==> src/rtl/cdb_pkg.sv <==
// rtl/cdb_pkg.sv - common data bus packet type shared by the FUs, ROB, RAT and reservation stations
package cdb_pkg;

  typedef struct packed {
    logic        cdb_broadcast;
    logic        br_mispred;
    logic [4:0]  cdb_aaddr;
    logic [5:0]  p_addr;
    logic [4:0]  rob_tag;
    logic [31:0] data;
  } cdb_pkt_t;

endpackage

==> src/rtl/cdb_arbiter.sv <==
// rtl/cdb_arbiter.sv - two-lane CDB arbiter: round-robin for general units,
// lane 2 reserved for the branch unit when it has a result

module cdb_arbiter
  import cdb_pkg::*;
#(
  parameter int NUM_REQ = 6,
  parameter int BR_IDX  = 5
) (
  input  logic                   clk,
  input  logic                   rst,
  input  logic [NUM_REQ-1:0]     req_valid,
  input  cdb_pkt_t [NUM_REQ-1:0] req_pkt,
  output logic [NUM_REQ-1:0]     req_ready,
  input  logic                   flush,
  output cdb_pkt_t               cdb_pkt,
  output cdb_pkt_t               cdb_pkt2
);

  localparam int IDX_W = $clog2(NUM_REQ);
  localparam logic [IDX_W-1:0] BR_I     = IDX_W'(BR_IDX);
  localparam logic [IDX_W-1:0] FIRST_NB = (BR_IDX == 0) ? IDX_W'(1) : '0;

  function automatic logic [IDX_W-1:0] wrap_inc(input logic [IDX_W-1:0] i);
    return (i == IDX_W'(NUM_REQ - 1)) ? '0 : i + IDX_W'(1);
  endfunction

  function automatic logic [IDX_W-1:0] next_nb(input logic [IDX_W-1:0] i);
    logic [IDX_W-1:0] n;
    n = wrap_inc(i);
    if (n == BR_I) n = wrap_inc(n);
    return n;
  endfunction

  logic [IDX_W-1:0] rr_ptr_q, rr_ptr_d;
  cdb_pkt_t         lane1_q, lane1_d;
  cdb_pkt_t         lane2_q, lane2_d;

  logic             nb1_vld, nb2_vld;
  logic [IDX_W-1:0] nb1, nb2, idx;
  logic             gnt_en, l1_win, l2_gen, br_win;

  // First two valid general requesters in round-robin order from rr_ptr.
  always_comb begin
    nb1_vld = 1'b0;
    nb2_vld = 1'b0;
    nb1     = '0;
    nb2     = '0;
    idx     = rr_ptr_q;
    for (int k = 0; k < NUM_REQ; k++) begin
      if (idx != BR_I && req_valid[idx]) begin
        if (!nb1_vld) begin
          nb1_vld = 1'b1;
          nb1     = idx;
        end else if (!nb2_vld) begin
          nb2_vld = 1'b1;
          nb2     = idx;
        end
      end
      idx = wrap_inc(idx);
    end
  end

  assign gnt_en = !rst && !flush;
  assign l1_win = gnt_en && nb1_vld;
  assign br_win = gnt_en && req_valid[BR_IDX];
  assign l2_gen = gnt_en && !req_valid[BR_IDX] && nb2_vld;

  always_comb begin
    req_ready = '0;
    lane1_d   = '0;
    lane2_d   = '0;
    rr_ptr_d  = rr_ptr_q;
    if (l1_win) begin
      req_ready[nb1]        = 1'b1;
      lane1_d               = req_pkt[nb1];
      lane1_d.cdb_broadcast = 1'b1;
      lane1_d.br_mispred    = 1'b0;
      rr_ptr_d              = next_nb(l2_gen ? nb2 : nb1);
    end
    // Mispredict recovery only reads lane 2, so only the branch unit may raise it there.
    if (br_win) begin
      req_ready[BR_IDX]     = 1'b1;
      lane2_d               = req_pkt[BR_IDX];
      lane2_d.cdb_broadcast = 1'b1;
    end else if (l2_gen) begin
      req_ready[nb2]        = 1'b1;
      lane2_d               = req_pkt[nb2];
      lane2_d.cdb_broadcast = 1'b1;
      lane2_d.br_mispred    = 1'b0;
    end
  end

  always_ff @(posedge clk) begin
    if (rst) begin
      lane1_q  <= '0;
      lane2_q  <= '0;
      rr_ptr_q <= FIRST_NB;
    end else begin
      lane1_q  <= lane1_d;
      lane2_q  <= lane2_d;
      rr_ptr_q <= rr_ptr_d;
    end
  end

  assign cdb_pkt  = lane1_q;
  assign cdb_pkt2 = lane2_q;

endmodule

==> config.mk <==
export PLATFORM = sky130hd
export DESIGN_NAME = cdb_arbiter
export DESIGN_NICKNAME = d
export VERILOG_FILES = /design/src/rtl/cdb_pkg.sv /design/src/rtl/cdb_arbiter.sv
export SDC_FILE = /design/constraint.sdc
export NUM_CORES = 1
export LEC_CHECK = 0
export CORE_AREA = 2 2 161 163
export DETAILED_ROUTE_END_ITERATION = 12
export DIE_AREA = 0 0 163 165
export PLACE_DENSITY = 0.71
export SYNTH_ARGS = -nofsm -noshare
export SYNTH_HDL_FRONTEND = slang
export SYNTH_SLANG_ARGS = --single-unit
==> constraint.sdc <==
create_clock -name clk -period 8 [get_ports clk]
set_input_delay 1.6 -clock clk [delete_from_list [all_inputs] [get_ports clk]]
set_output_delay 1.6 -clock clk [all_outputs]
set_load 0.02 [all_outputs]
==> out/results.txt <==
Diodes inserted - 0
Critical Path, Cell by Cell - clkdlybuf4s50_1, or4b_1, o21ai_1, nor3_1, and4_1, a31oi_2, nand3_2, o41a_2, or2_1, o21ai_0, clkdlybuf4s50_1
Root buffer cell - clkbuf_16
Crit start category - input pin
Yosys cell types - 60
Pwr Total - 4.77 mW
Max-slew headroom - 0.286
Switching power - 2.51 mW
CTS Hold Bufs - 0
Largest net degree at the start of global routing - 87
Critical Path Sink Type - output pin
Placeable Area - 25000 µm²
Worst path arrival time - 5.66 ns
Synth Register Bits - 102
Met3 Usage GRT - 0.0698
Via density - 5.94
Starting DRT DRC Count - 1108
Crit path max-delay family - simple AND/OR/NAND/NOR gates
PortBufs - 402
Worst Path Required - 6.40 ns
Post-synth top area cell - dfxtp_1
Crit-path max cell delay - 0.69 ns
Max Cap Viol - 0
Crit path kind - input pin to output pin
Latest clock arrival within the worst-skew pair - 0.36 ns
Tightest Pin Transition - 1.07 ns
Sequential Power Share - 0.148
Fin. Hold Viols - 0
Final setup violating endpoints - 0
Reg area - 2040 µm²
Comb pwr share - 0.757
Post-CTS Resized - 0
Multi-input gate area - 4780 µm²
Number of synthesized flops with an enable pin - 0
Syn Std Cell Area - 7270 µm²
H-tree depth - 3
Capture point of the worst reg-to-reg path - cdb_pkt2[5]
Sequential area share after synthesis - 0.281
Die height - 165 µm
Stages on worst setup path - 11
Vias in the first global route - 8616
Busiest grt layer - met2
Tot GR Track Use - 0.246
Post-DP HPWL - 24300 µm
Slew Viols, Final - 0
Maximum clock rate - 138 MHz
Antenna violations before repair - 0
Most frequent cells in the layout - clkdlybuf4s50_1 (402), mux2i_1 (102), dfxtp_1 (102)
Share of cells above drive strength 1 - 0.0539
Placement-stage worst setup slack - 0.820 ns
Final clock skew - 0.0129 ns
Leading post-synthesis cells by cell area - dfxtp_1 (28%), mux2i_1 (14%), a221oi_1 (12%)
First-pass GRT wire length - 51300 µm
Mapped Cells - 859
Drt first pass iters - 8
Fillers - 2454
LEAKAGE - 4.27 nW
Flop2flop setup slack - 2.62 ns
Routed WL per cell - 23.3 µm
Number of clock sinks - 102
Ys async rst share - 0
Final wirelength - 35400 µm
Mapped Nets - 1168
Average cell area after synthesis - 8.46 µm²
Sw Ratio - 0.527
CTS Buffer Depth - 2
Register-to-Register Path Depth - 12
Final RePlAce weighted congestion - 0.903
Power per cell area - 407 nW/µm²
Clock slew at reported path FFs - 0.08 ns
Met1 GRT Util - 0.301
Die width - 163 µm
Via count - 9019
Status - completed
Layout net count - 1492
Area delta synth->final - 61.2%
Crit path buffers/inverters - 2
Rows - 58
GRT overflow - 0
Most common cell after layout, fill and taps aside - clkdlybuf4s50_1
Final worst path period share - 0.907
TritonCTS buffer count - 9
Worst path slowest cell - clkdlybuf4s50_1
Int Power - 2.26 mW
Fin crit period - 7.26 ns
GR Layer Usage met2 - 0.418
Clk pwr share - 0.095
Yosys warns - 0
Crit Path Max Fanout - 10
VDD IR max - 0.000422 V
CTS tree - done
Total I/O pin count - 415
Synth Flop Type - dfxtp_1
Post-CTS setup buffers - 0
Launch point of the worst reg-to-reg path - rr_ptr_q[1]
RSZ-0062 raised after global routing - false
CP Capture Point - req_ready[0]
Residual DRC - 0
Hold Path Class - flop to flop
Synth top area share - 0.281
Hold Startpoint - rr_ptr_q[1]
Die Area - 26900 µm²
CP startpoint - req_valid[3]
Starting Density - 0.290
Setup TNS - 0 ns
Post-layout worst setup margin - 0.743 ns
Most common cell on crit path - clkdlybuf4s50_1
ANT nets after route - 0
==> layer usage <==
layer	vias up	part of all wire
li1	4116	-
met1	4287	0.39
met2	539	0.49
met3	77	0.094
met4	0	0.026
met5	-	0
==> through the flow <==
stage               hold slack, ns   util  std cells  area [µm²]
detailed placement           0.841  0.457       1502       11400
global route                 0.922  0.468       1518       11700
floorplan                    0.789      -        859        7270
finish                       0.869  0.468       1518       11700
global placement             0.831  0.457       1502       11400
CTS                          0.843  0.468       1518       11700
==> cell usage after synthesis (2+ instances only) <==
master	count
a211o_1	2
a211oi_1	4
a21oi_1	60
a221oi_1	96
a22o_1	48
a22oi_1	50
a31oi_1	49
and2_1	2
buf_1	14
buf_2	24
buf_6	6
clkbuf_1	64
dfxtp_1	102
inv_1	3
mux2_2	5
mux2_4	2
mux2i_1	103
mux4_2	4
nand2_1	68
nand2b_1	4
nand3_1	3
nand3b_1	2
nand4_1	4
nor2_1	20
nor2b_1	2
nor3_1	8
nor3b_1	2
o211ai_1	5
o21a_1	2
o21ai_0	12
o21ai_1	4
o22ai_1	49
o31ai_1	2
or2_2	2
or3_1	2
xnor2_1	6
==> worst register-to-register path, cell delays in order (launching register included) <==
cell and delay (ns):
dfxtp_1 0.92, mux2_2 0.42, mux4_2 0.56, nor3_1 0.36, and4_1 0.27, a31oi_2 0.04, nand3_2 0.18, o41a_2 0.24
buf_4 0.63, buf_4 0.90, mux2i_1 0.37, a31oi_1 0.11, a22o_1 0.25
==> power groups by stage <==
stage / registers, mW / logic, mW / clock network (mW)
floorplan: 0.877 / 2.35 / 0
global placement: 0.714 / 3.53 / 0
detailed placement: 0.715 / 3.57 / 0
CTS: 0.704 / 3.57 / 0.469
global route: 0.717 / 3.86 / 0.483
finish: 0.704 / 3.61 / 0.455
==> area by class of cell <==
type | instances | share of cell area
multi-input combinational | 643 | 0.408
timing repair buffer | 423 | 0.357
sequential | 102 | 0.174
tap | 330 | 0.0352
clock buffer | 10 | 0.0195
clock inverter | 6 | 0.00470
inverter | 4 | 0.00128
==> worst min path at each step <==
stage                       end  depth (start not counted)
floorplan           rr_ptr_q[0]                          4
global placement    rr_ptr_q[1]                          2
detailed placement  rr_ptr_q[1]                          2
CTS                 rr_ptr_q[1]                          2
global route        rr_ptr_q[1]                          2
finish              rr_ptr_q[1]                          2
==> state kept, by name (all words and copies together), names as in the netlist <==
name / count
cdb_pkt2: 50
cdb_pkt: 49
rr_ptr_q: 3
==> kinds of logic (layout without fill, tap and decap cells) <==
family,count (synthesis),count (layout),synth area share
multiplexers,114,114,0.166
AO/OA/AOI/OAI,396,396,0.396
other,1,1,0.000516
buffers and inverters,114,443,0.0699
flip-flops,102,102,0.281
AND/OR/NAND/NOR,126,126,0.0794
XOR/XNOR,6,6,0.00723
Note: power is estimated with default switching activity, not from simulation.
